$ cat src/rtl/lsu_byte_mask_initiator_if.sv
// Byte-masked synchronous SRAM bus: request channel (avalid/aready) and
// read-return channel (rvalid/rready) between an initiator and a responder.
interface lsu_byte_mask_initiator_if #(
    parameter int DATAW = 32,
    parameter int ADDRW = 7
);
    logic             avalid;
    logic             aready;
    logic             awren;
    logic [3:0]       astrb;
    logic [ADDRW-1:0] aaddr;
    logic [DATAW-1:0] adata;
    logic             rvalid;
    logic             rready;
    logic [DATAW-1:0] rdata;

    modport master (
        output avalid, awren, astrb, aaddr, adata, rready,
        input  aready, rvalid, rdata
    );

    modport slave (
        input  avalid, awren, astrb, aaddr, adata, rready,
        output aready, rvalid, rdata
    );
endinterface

$ cat src/rtl/lsu_byte_mask_initiator.sv
// LSU-side initiator for a byte-masked SRAM: formats byte/half/word accesses,
// tracks the single outstanding read and returns extended load data.
module lsu_byte_mask_initiator #(
    parameter int DATAW = 32,
    parameter int ADDRW = 7
) (
    input  logic             clk,
    input  logic             rst,
    input  logic             req_valid,
    output logic             req_ready,
    input  logic             req_we,
    input  logic [1:0]       req_size,
    input  logic             req_signed,
    input  logic [ADDRW+1:0] req_addr,
    input  logic [DATAW-1:0] req_wdata,
    output logic             resp_valid,
    input  logic             resp_ready,
    output logic [DATAW-1:0] resp_data,
    output logic             resp_err,
    output logic             store_err,
    lsu_byte_mask_initiator_if.master mem
);

    localparam logic [1:0] SZ_BYTE = 2'b00;
    localparam logic [1:0] SZ_HALF = 2'b01;
    localparam logic [1:0] SZ_WORD = 2'b10;

    function automatic logic misaligned(input logic [1:0] size, input logic [1:0] off);
        case (size)
            SZ_BYTE: misaligned = 1'b0;
            SZ_HALF: misaligned = off[0];
            SZ_WORD: misaligned = (off != 2'd0);
            default: misaligned = 1'b1;
        endcase
    endfunction

    function automatic logic [3:0] fmt_strb(input logic we, input logic [1:0] size,
                                            input logic [1:0] off);
        if (!we) begin
            fmt_strb = 4'h0;
        end else begin
            case (size)
                SZ_BYTE: fmt_strb = 4'b0001 << off;
                SZ_HALF: fmt_strb = 4'b0011 << off;
                default: fmt_strb = 4'hF;
            endcase
        end
    endfunction

    function automatic logic [DATAW-1:0] fmt_data(input logic [1:0] size,
                                                  input logic [DATAW-1:0] wdata);
        case (size)
            SZ_BYTE: fmt_data = {4{wdata[7:0]}};
            SZ_HALF: fmt_data = {2{wdata[15:0]}};
            default: fmt_data = wdata;
        endcase
    endfunction

    function automatic logic [DATAW-1:0] extend_load(input logic [DATAW-1:0] word,
                                                     input logic [1:0] off,
                                                     input logic [1:0] size,
                                                     input logic sgn);
        logic [DATAW-1:0] sh;
        logic signed [7:0]  b;
        logic signed [15:0] h;
        sh = word >> {off, 3'b000};
        b  = sh[7:0];
        h  = sh[15:0];
        case (size)
            SZ_BYTE: extend_load = sgn ? DATAW'(b) : {24'd0, sh[7:0]};
            SZ_HALF: extend_load = sgn ? DATAW'(h) : {16'd0, sh[15:0]};
            default: extend_load = sh;
        endcase
    endfunction

    logic             vld_p1;
    logic             wren_p1;
    logic [3:0]       strb_p1;
    logic [ADDRW-1:0] addr_p1;
    logic [DATAW-1:0] data_p1;
    logic [1:0]       off_p1;
    logic [1:0]       size_p1;
    logic             sgn_p1;

    logic             rd_pending;
    logic [1:0]       off_p2;
    logic [1:0]       size_p2;
    logic             sgn_p2;

    logic             err_valid;

    logic [1:0] req_off;
    logic       req_mis;
    logic       req_fire;
    logic       acc_fire;
    logic       read_done;
    logic       bus_blocked;
    logic       a_fire;
    logic       load_fire;
    logic       rd_resp;
    logic       err_show;
    logic       err_take;

    assign req_off  = req_addr[1:0];
    assign req_mis  = misaligned(req_size, req_off);
    assign req_fire = req_valid && req_ready;
    assign acc_fire = req_fire && !req_mis;

    // The responder's read register is clobbered by any access, so hold the
    // bus until the outstanding read data has been taken.
    assign read_done   = rd_pending && mem.rvalid && mem.rready;
    assign bus_blocked = rd_pending && !read_done;
    assign mem.avalid  = vld_p1 && !bus_blocked;
    assign a_fire      = mem.avalid && mem.aready;
    assign load_fire   = a_fire && !wren_p1;

    assign mem.awren = wren_p1;
    assign mem.astrb = strb_p1;
    assign mem.aaddr = addr_p1;
    assign mem.adata = data_p1;
    assign mem.rready = rd_pending && resp_ready;

    // An error response waits behind every older load so order is preserved.
    assign rd_resp    = rd_pending && mem.rvalid;
    assign err_show   = err_valid && !rd_pending && !(vld_p1 && !wren_p1);
    assign err_take   = err_show && resp_ready;
    assign resp_valid = rd_resp || err_show;
    assign resp_err   = err_show;
    assign resp_data  = rd_resp ? extend_load(mem.rdata, off_p2, size_p2, sgn_p2) : '0;

    assign req_ready = (!vld_p1 || a_fire) && !err_valid;

    always_ff @(posedge clk or posedge rst) begin
        if (rst) begin
            vld_p1     <= 1'b0;
            rd_pending <= 1'b0;
            err_valid  <= 1'b0;
            store_err  <= 1'b0;
        end else begin
            if (acc_fire) begin
                vld_p1 <= 1'b1;
            end else if (a_fire) begin
                vld_p1 <= 1'b0;
            end

            if (load_fire) begin
                rd_pending <= 1'b1;
            end else if (read_done) begin
                rd_pending <= 1'b0;
            end

            if (req_fire && req_mis && !req_we) begin
                err_valid <= 1'b1;
            end else if (err_take) begin
                err_valid <= 1'b0;
            end

            if (req_fire && req_mis && req_we) begin
                store_err <= 1'b1;
            end
        end
    end

    // Stage p1: formatted access; stage p2: alignment of the read in flight.
    always_ff @(posedge clk) begin
        if (acc_fire) begin
            wren_p1 <= req_we;
            strb_p1 <= fmt_strb(req_we, req_size, req_off);
            addr_p1 <= req_addr[ADDRW+1:2];
            data_p1 <= fmt_data(req_size, req_wdata);
            off_p1  <= req_off;
            size_p1 <= req_size;
            sgn_p1  <= req_signed;
        end
        if (load_fire) begin
            off_p2  <= off_p1;
            size_p2 <= size_p1;
            sgn_p2  <= sgn_p1;
        end
    end

endmodule

$ cat src/flat_wrapper.sv
// flat-port wrapper written by rule: the top's interface ports become plain ports
module lsu_byte_mask_initiator_flat 
#(
    parameter int DATAW = 32,
    parameter int ADDRW = 7
)
  (clk, rst, req_valid, req_ready, req_we, req_size, req_signed, req_addr, req_wdata, resp_valid, resp_ready, resp_data, resp_err, store_err, mem_avalid, mem_awren, mem_astrb, mem_aaddr, mem_adata, mem_rready, mem_aready, mem_rvalid, mem_rdata);
  lsu_byte_mask_initiator_if #(.DATAW(DATAW), .ADDRW(ADDRW)) mem_i ();
  input  logic clk;
  input  logic rst;
  input  logic req_valid;
  output logic req_ready;
  input  logic req_we;
  input  logic [1:0] req_size;
  input  logic req_signed;
  input  logic [ADDRW+1:0] req_addr;
  input  logic [DATAW-1:0] req_wdata;
  output logic resp_valid;
  input  logic resp_ready;
  output logic [DATAW-1:0] resp_data;
  output logic resp_err;
  output logic store_err;
  output wire logic [$bits(mem_i.avalid)-1:0] mem_avalid;
  output wire logic [$bits(mem_i.awren)-1:0] mem_awren;
  output wire logic [$bits(mem_i.astrb)-1:0] mem_astrb;
  output wire logic [$bits(mem_i.aaddr)-1:0] mem_aaddr;
  output wire logic [$bits(mem_i.adata)-1:0] mem_adata;
  output wire logic [$bits(mem_i.rready)-1:0] mem_rready;
  input wire logic [$bits(mem_i.aready)-1:0] mem_aready;
  input wire logic [$bits(mem_i.rvalid)-1:0] mem_rvalid;
  input wire logic [$bits(mem_i.rdata)-1:0] mem_rdata;
  assign mem_avalid = mem_i.avalid;
  assign mem_awren = mem_i.awren;
  assign mem_astrb = mem_i.astrb;
  assign mem_aaddr = mem_i.aaddr;
  assign mem_adata = mem_i.adata;
  assign mem_rready = mem_i.rready;
  assign mem_i.aready = mem_aready;
  assign mem_i.rvalid = mem_rvalid;
  assign mem_i.rdata = mem_rdata;
  lsu_byte_mask_initiator #(.DATAW(DATAW), .ADDRW(ADDRW)) u_core (.clk(clk), .rst(rst), .req_valid(req_valid), .req_ready(req_ready), .req_we(req_we), .req_size(req_size), .req_signed(req_signed), .req_addr(req_addr), .req_wdata(req_wdata), .resp_valid(resp_valid), .resp_ready(resp_ready), .resp_data(resp_data), .resp_err(resp_err), .store_err(store_err), .mem(mem_i));
endmodule
$ cat config.mk
export PLATFORM = sky130hd
export DESIGN_NAME = lsu_byte_mask_initiator_flat
export DESIGN_NICKNAME = d
export VERILOG_FILES = /design/src/rtl/lsu_byte_mask_initiator_if.sv /design/src/rtl/lsu_byte_mask_initiator.sv /design/src/flat_wrapper.sv
export SDC_FILE = /design/constraint.sdc
export NUM_CORES = 1
export LEC_CHECK = 0
export BUFFER_PORTS_ARGS = -buffer_cell sky130_fd_sc_hd__buf_2
export CORE_AREA = 2 2 90 92
export DETAILED_ROUTE_END_ITERATION = 16
export DIE_AREA = 0 0 92 94
export PLACE_DENSITY = 0.75
export SYNTH_ARGS = -nofsm -noshare
export SYNTH_HDL_FRONTEND = slang
export SYNTH_SLANG_ARGS = --single-unit
$ cat constraint.sdc
create_clock -name clk -period 3.25 [get_ports clk]
set_input_delay 0.325 -clock clk [delete_from_list [all_inputs] [get_ports clk]]
set_output_delay 0.325 -clock clk [all_outputs]
set_load 0.01 [all_outputs]
Yosys cells after proc, flatten, opt, wreduce, memory -nomap -nowiden. Index checks and enable logic that the tools add are counted.

Equality and inequality tests: 3. Shift operators: 3. Reduce and logical (&&, ||, !) cells: 34. Multiplexer cells: 13.

Operators with widths (number): 32-bit one-hot mux with 2 select lines (2); 32-bit two-way mux (3); 32-bit by 5-bit >> shifter with 32-bit output (1); 1-bit logical AND (17); 1-bit zero test (9); 4-bit one-hot mux with 2 select lines (1); 2-bit nonzero test (4); 1-bit two-way mux (6); 2-bit by 1-bit equality test with 1-bit output, second input constant (2); 2-bit zero test (2); 1-bit by 2-bit left shift with 4-bit output, first input constant (1); 2-bit by 2-bit left shift with 4-bit output, first input constant (1); 1-bit one-hot mux with 3 select lines (1); 2-bit equality test, second input constant (1); 1-bit logical OR (2).

Output and inout port bits: 82. Logic and storage cells: 67. Bits in registers: 58. Bits of input ports: 83.

Longest topological paths before layout. Gate-level depths: netlist of run 1.

Word-level depth: 13. Gate-level depth with buffers: 6. Depth with buffers taken out: 4.

Worst setup path before layout of run 1. No wires, ideal clock.

Path kind: input-to-reg. Start point: input port req_size[0]. End point: register u_core.addr_p1[0] (netlist: u_core.mem.aaddr[0]) (enable). Arrival time: 2.909 ns. Path slack: -0.115 ns. Library setup time: 0.456 ns. Path buffers: 1. Stages: 4. Data required time: 2.794 ns. Cell sequence: clkbuf_1 > o31ai_1 > nand2_1 > nor2_1.

Word-level cells in the longest chain between the ends: 4. Elaborated cells on any way between the ends: 6. Those cells by class: 2 x eq/ne; 1 x mux; 3 x reduce/logical.

RTL lines: start: declaration (RTL line flat_wrapper.sv:14) `input logic [1:0] req_size;`; 2-bit equality test (tied with other cells) (RTL line lsu_byte_mask_initiator.sv:29) `case (size)`; 1-bit one-hot mux with 3 select lines (*) (RTL line lsu_byte_mask_initiator.sv:29); 1-bit zero test (*) (RTL line lsu_byte_mask_initiator.sv:107) `assign acc_fire = req_fire && !req_mis;`; 1-bit logical AND (*) (RTL line lsu_byte_mask_initiator.sv:107); named net u_core.acc_fire (RTL line lsu_byte_mask_initiator.sv:95) `logic acc_fire;`; end signal: assignment (RTL line lsu_byte_mask_initiator.sv:169) `addr_p1 <= req_addr[ADDRW+1:2];`; end: declaration (RTL line lsu_byte_mask_initiator.sv:79) `logic [ADDRW-1:0] addr_p1;`.

The timed path passes the listed nets; every way through them passes the cells marked *. A chain may end at the register's enable or synchronous reset.

Final worst setup path of run 1.
Start point: register u_core.off_p2[0]. End point: output port resp_data[23].

Word-level cells in the longest chain between the ends: 4. Elaborated cells on any way between the ends: 5. Those cells by class: 1 x shift; 4 x mux.

RTL lines: start: declaration (RTL line lsu_byte_mask_initiator.sv:86) `logic [1:0] off_p2;`; start signal: assignment (RTL line lsu_byte_mask_initiator.sv:176) `off_p2 <= off_p1;`; 32-bit by 5-bit >> shifter with 32-bit output (*) (RTL line lsu_byte_mask_initiator.sv:66) `sh = word >> {off, 3'b000};`; 32-bit two-way mux, on equally long branches (RTL line lsu_byte_mask_initiator.sv:71, lsu_byte_mask_initiator.sv:70); 32-bit one-hot mux with 2 select lines (*) (RTL line lsu_byte_mask_initiator.sv:69) `case (size)`; 32-bit two-way mux (*) (RTL line lsu_byte_mask_initiator.sv:129) `assign resp_data = rd_resp ? extend_load(mem.rdata, off_p2, size_p2, sgn_p2) : '0;`; end: declaration (RTL line flat_wrapper.sv:20) `output logic [DATAW-1:0] resp_data;`.

Mark *: on every way between the ends. The rest lies on a longest branch, timed or not.

==> results_tabular.tex, run 1 <==
\begin{tabular}{lr}
\hline
Metric & Value \\
\hline
\multicolumn{2}{l}{\textbf{Finish}} \\
\quad Number of standard cells in the layout, taps in and fillers out & between 500 and 600 \\
\quad Share of cells above drive strength 1 & a little under half \\
\quad Synthesis-to-layout area growth & 36.8\% \\
\quad Fill cell instance count of the final layout & just under 700 \\
\quad Commonest cells after routing, fill and taps aside & 164 x buf\_2, 54 x edfxtp\_1, 25 x mux2i\_1 \\
\quad Most frequent standard cell in the layout excluding fill and tap cells & buf\_2 \\
\quad Ant. Diodes & 0 \\
\quad Final \#Nets & 494 \\
\multicolumn{2}{l}{\textbf{Global routing}} \\
\quad Pin count of the biggest net entering global routing & 49 \\
\quad Total grt overflow & 0 \\
\quad Total track usage & a little under a fifth \\
\quad Number of global-route vias before repair & 2650 \\
\quad Wire length of the first global-routing pass & between 10 and 15 mm \\
\quad Antenna violations before repair & 0 \\
\multicolumn{2}{l}{\textbf{Hold path}} \\
\quad Type of the most critical hold path & input port to register \\
\quad Cells on Worst Hold Path & 1 \\
\quad Min-delay src & req\_addr[2] \\
\quad WHS Endpoint & u\_core.mem.aaddr[0] \\
\multicolumn{2}{l}{\textbf{Setup path}} \\
\quad Critical path, cell by cell & nor2b\_1, o2bb2ai\_2, o2111ai\_2, o21ai\_1, buf\_2 \\
\quad Worst setup EP type & output pin \\
\quad Top fanout value on the critical path & 14 \\
\quad Critical-path cell with the highest stage delay & edfxtp\_1 \\
\quad R2R Setup Slk & about 1.4 ns \\
\quad Largest stage delay on the critical path & 0.65 ns \\
\quad CP startpoint kind & register \\
\quad RR Startpoint & u\_core.rd\_pending \\
\quad Critical path data arrival time & $\sim$2.3 ns \\
\quad Worst-case reg-to-reg path depth & 4 \\
\quad Capturing point of the worst reg2reg path & u\_core.mem.adata[22] \\
\quad Required time reported for the critical path endpoint & 2.92 ns \\
\quad Setup Crit Path Kind & register to output pin \\
\multicolumn{2}{l}{\textbf{STA}} \\
\quad Final worst path period share & between 80\% and 90\% \\
\quad Pin slew with the least headroom to its limit & 0.619 ns \\
\quad Clk\_skew & just over 0.005 ns \\
\quad Relative max-transition margin & between 50\% and 60\% \\
\quad Final-report hold violation count & 0 \\
\quad Final Setup Violations & 0 \\
\quad Post-route worst setup slack & approximately 0.62 ns \\
\quad Setup repair after global routing missed its margin & no \\
\quad Final-layout setup total negative slack & 0 ns \\
\quad Highest clock rate & approximately 0.38 GHz \\
\quad Final Max Tran Viols & 0 \\
\quad Final critical-path required period & $\sim$2.6 ns \\
\multicolumn{2}{l}{\textbf{Yosys}} \\
\quad Per-instance average area after synthesis & between 10 and 15 um\^{}2 \\
\quad Combined area of all synthesized cells & between 3000 and 4000 um\^{}2 \\
\quad Async set-or-reset flop fraction in the synthesized netlist & under 10\% \\
\quad Number of enable-type register cells in the synthesized netlist & 54 \\
\quad Main flop type after synthesis & edfxtp\_1 \\
\quad Post-synthesis register bit count & 58 \\
\quad Netlist cell types & 37 \\
\quad Biggest area contributors in the synthesized netlist & edfxtp\_1 53\%, mux2i\_1 8.2\%, mux2\_1 5.9\%, a211oi\_1 3.5\%, dfrtp\_1 3.3\% \\
\quad Fraction of the yosys area taken by sequential cells & 56.7\% \\
\quad Yosys top cell area share & approximately 53\% \\
\quad Post-synthesis cell type with the largest combined area & edfxtp\_1 \\
\quad Synthesized instance count & approximately 250 \\
\quad Net count after synthesis & 328 \\
\quad Number of warnings issued by yosys & 0 \\
\multicolumn{2}{l}{\textbf{Placed design}} \\
\quad Global placement routability congestion & just over 0.8 \\
\quad Number of buffers inserted by port buffering & approximately 160 \\
\quad HPWL after detailed placement & between 6 and 7 mm \\
\quad Setup slack after placement & between 1 and 1.5 ns \\
\quad Placed Instances & about 500 \\
\multicolumn{2}{l}{\textbf{Route}} \\
\quad Residual DRC & 0 \\
\quad Pre-Repair DR Iteration Count & 4 \\
\quad Number of vias after detailed routing & 2630 \\
\quad Starting DRC count in detailed routing & between 70 and 80 \\
\quad Sum of routed wire length over all layers & about 8 mm \\
\quad Per-cell via count in the routed design & slightly above 5 \\
\quad Number of antenna-violating nets in the routed design & 0 \\
\quad Routed WL per cell & 15.4 um \\
\multicolumn{2}{l}{\textbf{Clock network}} \\
\quad Post-CTS Setup Inserts & 0 \\
\quad Hold Buf Count CTS & 1 \\
\quad CTS tree & done \\
\quad Clock transition at the registers of the reported paths & roughly 0.07 ns \\
\quad CTS Root Buffer Type & clkbuf\_8 \\
\quad Latest clock arrival within the worst-skew pair & 0.32 ns \\
\quad Sinks on Clock Net & 58 \\
\quad Maximum buffer depth of the clock tree & 2 \\
\quad CTS resizes & 0 \\
\quad Level count of the clock H-tree & 3 \\
\quad Inserted Clock Buffers & 9 \\
\multicolumn{2}{l}{\textbf{Power and ir drop}} \\
\quad VDD IR max & 0.000389 V \\
\quad Leakage power of the design & 1.95 nW \\
\quad PD cells & $\sim$500 nW/um\^{}2 \\
\multicolumn{2}{l}{\textbf{Die}} \\
\quad Initial cell density of the core & about two fifths \\
\quad DIE AREA & approximately 8600 um\^{}2 \\
\quad Number of rows in the core area & 32 \\
\quad Width of the die & roughly 90 um \\
\quad Die Ht & around 94 um \\
\quad Area of the core & 7610 um\^{}2 \\
\quad Num ports & between 150 and 200 \\
\multicolumn{2}{l}{\textbf{Status}} \\
\quad Outcome & complete, no violations \\
\multicolumn{2}{l}{\textbf{Flow run}} \\
\quad Number of maximum-capacitance constraint violations & 0 \\
\hline
\end{tabular}
[sequential cells by signal, summed over array words and instances, names as in the netlist]
signal,flops
u_core.sgn_p1,1
u_core.sgn_p2,1
u_core.rd_pending,1
u_core.err_valid,1
u_core.off_p1,2
u_core.mem.adata,32
u_core.mem.astrb,4
u_core.size_p1,2
u_core.off_p2,2
u_core.mem.aaddr,7
u_core.size_p2,2
u_core.store_err,1
u_core.vld_p1,1
u_core.mem.awren,1
[routing by layer]
metal  vias to the layer above  global-route usage, %  routed length (um)
met5                         -                      0                   0
met4                         0                   5.97                  95
met3                         6                   7.62                 826
met2                       118                   31.4                3940
met1                      1239                   19.9                3130
li1                       1267                      -                   -
[cells by family after synthesis]
| group | after synthesis | share of synthesized area [%] |
|---|---|---|
| multiplexers | 42 | 14.9 |
| buffers and inverters | 18 | 3.34 |
| flip-flops | 58 | 56.7 |
| AND/OR/NAND/NOR | 58 | 10.1 |
| AO/OA/AOI/OAI | 69 | 14.9 |
[through the flow]
stage	total power, W	area (um^2)	hold WS, ns	util, %
2_1_floorplan	0.00116	3040	0.0911	-
3_3_place_gp	0.00133	3930	0.213	51.7
3_5_place_dp	0.00134	3930	0.224	51.7
4_1_cts	0.00204	4150	0.158	54.6
5_1_grt	0.00211	4150	0.155	54.6
6_report	0.00202	4150	0.174	54.6
[power breakdown]
group	leakage [nW]	internal [W]	switching [W]	total [W]
clock network	0.102	0.000422	0.000278	0.000701
registers	0.544	0.000898	0.0000267	0.000925
logic	1.31	0.000170	0.000227	0.000397
[final cells by class]
class	count	area [um^2]	area share, %
flip-flops and latches	58	1720	41.5
multi-input cells	169	1220	29.4
repair buffers	169	861	20.7
well taps	102	128	3.07
clock buffers	9	124	2.98
clock inverters	7	83.8	2.02
inverters	4	15.0	0.362
[worst max-delay path by stage]
stage,from,endpoint,slack [ns],cells past startpoint
6_report,u_core.off_p2[0],resp_data[23],0.62,5
5_1_grt,u_core.off_p2[0],resp_data[21],0.42,5
4_1_cts,u_core.off_p2[0],resp_data[23],0.62,5
3_5_place_dp,u_core.off_p2[0],resp_data[23],1.00,5
3_3_place_gp,u_core.off_p2[0],resp_data[16],1.07,5
2_1_floorplan,req_size[0],u_core.mem.aaddr[0],0.69,4
[synthesized netlist by cell type, types with 2 or more instances]
master,number
edfxtp_1,54
mux2i_1,25
o21ai_1,18
mux2_1,16
a211oi_1,14
nand2_1,14
a21oi_1,12
nor2_1,10
nor2b_1,10
a21o_1,9
and3_1,8
o21ai_0,7
buf_2,6
and2_1,5
dfrtp_1,4
buf_4,3
clkbuf_1,3
inv_1,3
nor2_2,3
buf_6,2
nand2_2,2
nand3_1,2
[critical path: cells and delay by family, from the launching register on]
family                 cells  cell delay, ns
AO/OA/AOI/OAI              3            0.63
AND/OR/NAND/NOR            1            0.55
buffers and inverters      1            0.15
flip-flops                 1            0.65
No activity file was read; power rests on OpenSTA's default activity.
==> run 2: changes to the inputs <==
Settings changed: ABC_AREA from default to 1, CORE_AREA 2 2 90 92 to 2 2 91 93, DIE_AREA 0 0 92 94 to 0 0 93 95.
Clock period 3.25 ns to 2.2 ns, I/O delays scaled along.
==> run 2 against run 1 <==
  * Sequential share of layout area fell by 1.2 points
  * Clock skew increased by 0.0029 ns
  * Cell count rose by 22%
  * Worst hold slack worse by 0.11 ns
  * Largest power group unchanged
==> results_tabular.tex, run 2 <==
\begin{tabular}{lr}
\hline
Metric & Value \\
\hline
\multicolumn{2}{l}{\textbf{Status}} \\
\quad Outcome & complete, no violations \\
\multicolumn{2}{l}{\textbf{Finish}} \\
\quad Commonest cells after routing, fill and taps aside & 164 x buf\_2, 128 x nand2\_1, 54 x edfxtp\_1 \\
\quad Synthesis-to-layout area growth & 37.2\% \\
\quad Fin util & 54.0\% (-0.61 points) \\
\quad Number of standard cells in the layout, taps in and fillers out & 633 (+22\%) \\
\quad Ant. Diodes & 0 (unchanged) \\
\quad Final \#Nets & 607 (+23\%) \\
\quad Number of flip-flops in the largest register & 32 (unchanged) \\
\quad Share of cells above drive strength 1 & 38.8\% (-7.8 points) \\
\quad Most frequent standard cell in the layout excluding fill and tap cells & buf\_2 \\
\multicolumn{2}{l}{\textbf{Setup path}} \\
\quad Setup Crit Path Kind & register to output pin \\
\quad Required time reported for the critical path endpoint & 1.98 ns (-0.94 ns) \\
\quad Worst setup EP type & output pin \\
\quad Critical path data arrival time & 1.82 ns (-0.48 ns) \\
\quad R2R Setup Slk & 0.46 ns (-0.94 ns) \\
\quad Top fanout value on the critical path & 28 (+14) \\
\quad CP startpoint kind & register \\
\multicolumn{2}{l}{\textbf{Clock network}} \\
\quad CTS Root Buffer Type & clkbuf\_8 \\
\quad Level count of the clock H-tree & 3 (unchanged) \\
\quad Sinks on Clock Net & 58 (unchanged) \\
\quad Latest clock arrival within the worst-skew pair & 0.33 ns (about the same) \\
\quad Inserted Clock Buffers & 9 (unchanged) \\
\quad Clock transition at the registers of the reported paths & 0.06 ns (about the same) \\
\quad CTS tree & done \\
\quad Maximum buffer depth of the clock tree & 2 (unchanged) \\
\multicolumn{2}{l}{\textbf{Yosys}} \\
\quad Synthesized instance count & 354 (+44\%) \\
\quad Multiplexer area fraction after synthesis & 0\% (-15 points) \\
\quad Post-synthesis cell type with the largest combined area & edfxtp\_1 \\
\quad Post-synthesis register bit count & 58 (unchanged) \\
\quad Main flop type after synthesis & edfxtp\_1 \\
\quad Combined area of all synthesized cells & 3120 um\^{}2 (+2.8\%) \\
\quad Synth cell count leaders & 128 x nand2\_1, 54 x edfxtp\_1, 29 x inv\_1, 29 x o21ai\_0, 27 x a21oi\_1 \\
\quad Yosys top cell area share & 52.0\% (-1.4 points) \\
\quad Most frequent cell after synthesis & nand2\_1 \\
\quad Main combinational cell family by area after synthesis & simple AND/OR/NAND/NOR gates \\
\quad Fraction of the yosys area taken by sequential cells & 55.2\% (-1.5 points) \\
\quad Synthesized-area fraction occupied by ao, oa, aoi and oai cells & 12.8\% (-2.1 points) \\
\quad Biggest area contributors in the synthesized netlist & edfxtp\_1 52\%, nand2\_1 15\%, o21ai\_0 4.7\%, a21oi\_1 4.3\%, inv\_1 3.5\% \\
\quad Async set-or-reset flop fraction in the synthesized netlist & 6.90\% (unchanged) \\
\quad Netlist cell types & 28 (-24\%) \\
\quad Basic-gate share of the synthesized area counting and, or, nand and nor cells & 24.6\% (+14 points) \\
\quad Parity-gate share of the synthesized area counting xor and xnor cells & 0\% (unchanged) \\
\quad Net count after synthesis & 437 (+33\%) \\
\quad Number of warnings issued by yosys & 0 (unchanged) \\
\quad Number of enable-type register cells in the synthesized netlist & 54 (unchanged) \\
\quad Arithmetic-cell share of the synthesized area counting full adders, half adders and majority gates & 0\% (unchanged) \\
\quad Per-instance average area after synthesis & 8.81 um\^{}2 (-29\%) \\
\multicolumn{2}{l}{\textbf{Global routing}} \\
\quad Wire length of the first global-routing pass & 12.8 mm (+4.7\%) \\
\quad Antenna violations before repair & 0 (unchanged) \\
\quad Total track usage & 18.7\% (+0.64 points) \\
\quad Pin count of the biggest net entering global routing & 30 (-39\%) \\
\quad Total grt overflow & 0 (unchanged) \\
\quad Number of global-route vias before repair & 2932 (+11\%) \\
\multicolumn{2}{l}{\textbf{Route}} \\
\quad Number of antenna-violating nets in the routed design & 0 (unchanged) \\
\quad Starting DRC count in detailed routing & 101 (+29\%) \\
\quad Residual DRC & 0 (unchanged) \\
\quad Top routing layer in use & met4 \\
\quad Routed WL per cell & 12.9 um (-16\%) \\
\quad Number of vias after detailed routing & 3048 (+16\%) \\
\quad Sum of routed wire length over all layers & 8.17 mm (+2.2\%) \\
\quad WL met3 & 722 um (-13\%) \\
\quad Total routed wire length on the met1 layer & 3.19 mm (+1.8\%) \\
\quad Per-cell via count in the routed design & 4.82 (-5.2\%) \\
\quad Met2 routed wirelength & 4.12 mm (+4.5\%) \\
\quad Pre-Repair DR Iteration Count & 4 (unchanged) \\
\multicolumn{2}{l}{\textbf{STA}} \\
\quad Pin slew with the least headroom to its limit & 0.405 ns (-0.214 ns) \\
\quad Final critical-path required period & 2.04 ns \\
\quad Final Setup Violations & 0 (unchanged) \\
\quad Highest clock rate & 0.489 GHz \\
\quad Final-report hold violation count & 0 (unchanged) \\
\quad Clk\_skew & 0.00801 ns (+0.00288 ns) \\
\quad Final worst path period share & between 90\% and 100\% \\
\quad Final Max Tran Viols & 0 (unchanged) \\
\quad Relative max-transition margin & 72.9\% (+14 points) \\
\multicolumn{2}{l}{\textbf{Die}} \\
\quad Initial cell density of the core & 39.3\% (-0.55 points) \\
\quad Num ports & 165 (unchanged) \\
\quad Width of the die & 93 um (+1.1\%) \\
\quad Area of the core & 7930 um\^{}2 (+4.2\%) \\
\quad Die Ht & 95 um (+1.1\%) \\
\quad DIE AREA & 8840 um\^{}2 (+2.2\%) \\
\quad Number of rows in the core area & 33 (+3.1\%) \\
\multicolumn{2}{l}{\textbf{Power and ir drop}} \\
\quad VDD IR max & 0.000506 V (+30\%) \\
\quad Leakage power of the design & 2.11 nW (+8.2\%) \\
\quad PD cells & 713 nW/um\^{}2 (+46\%) \\
\quad Overall power & 0.00305 W (+51\%) \\
\multicolumn{2}{l}{\textbf{Placed design}} \\
\quad HPWL after detailed placement & 6.25 mm (+3.5\%) \\
\quad Number of buffers inserted by port buffering & 164 (unchanged) \\
\quad Placed Instances & 613 (+22\%) \\
\quad Global placement routability congestion & 1.03 (+26\%) \\
\multicolumn{2}{l}{\textbf{Hold path}} \\
\quad Type of the most critical hold path & input port to register \\
\multicolumn{2}{l}{\textbf{Flow run}} \\
\quad Number of maximum-capacitance constraint violations & 0 (unchanged) \\
\hline
\end{tabular}
-- run 2: cell types whose count changed after synthesis, moves of 10 or more --
cell,delta
a211oi_1,-14
a21oi_1,+15
inv_1,+26
mux2_1,-16
mux2i_1,-25
nand2_1,+114
nor2b_1,-10
o21ai_0,+22
o21ai_1,-18
-- run 2: per-stage QoR --
step / TNS [ns] / worst slack, ns / hold slack (ns) / area, um^2
after global routing: -0.00493 / -0.00269 / 0.0475 / 4280
after floorplan: 0 / 0.0714 / -0.0139 / 3130
after global placement: 0 / 0.422 / 0.102 / 4050
final: 0 / 0.156 / 0.0641 / 4280
after CTS: 0 / 0.0783 / 0.0435 / 4260
after detailed placement: 0 / 0.326 / 0.110 / 4050
-- run 2: repair_timing --
action / 4_1_cts / 5_1_grt
hold endpoints to repair: 4 / 0
hold buffers: 1 / 0
endpoints found under the setup margin: 16 / 18
cloned: 0 / 0
gates resized for setup: 1 / 2
buffers inserted: 3 / 1
-- run 2: logic make-up after synthesis --
group,count (synthesis)
AO/OA/AOI/OAI,73
buffers and inverters,49
flip-flops,58
AND/OR/NAND/NOR,174
-- run 2: final timing paths --
path	startpoint	end	depth (start not counted)
min reg2reg	u_core.size_p1[1]	u_core.size_p2[1]	0
min in group asynchronous	rst	u_core.store_err	3
max reg2reg	u_core.rd_pending	u_core.mem.adata[31]	6
min	req_addr[2]	u_core.mem.aaddr[0]	1
max in group asynchronous	rst	u_core.vld_p1	3
max	u_core.off_p2[0]	resp_data[8]	7
-- run 2: power breakdown --
group	internal (W)	switching [W]	total [W]
logic	0.000299	0.000471	0.000770
clock network	0.000503	0.000376	0.000879
registers	0.00136	0.0000434	0.00140
total	0.00216	0.000890	0.00305
-- run 2: layout make-up --
class | instances | area, um^2
clock buffer | 10 | 128
fill | 756 | 3650
tap | 105 | 131
sequential | 58 | 1720
multi-input combinational | 247 | 1180
timing repair buffer | 177 | 950
clock inverter | 5 | 46.3
inverter | 31 | 120
-- run 2: layer usage --
metal	vias to the layer above	GRT usage [%]
li1	1524	-
met1	1378	21.1
met2	134	32.7
met3	12	5.83
met4	0	7.72
met5	-	0
-- run 2: worst max-delay path, cell delays in order, from the launching register on --
cell and delay, ns:
edfxtp_1 0.50, inv_4 0.12, buf_6 0.22, nand2_1 0.09, a21oi_1 0.12, nand2_1 0.08
a21oi_1 0.20, buf_2 0.17
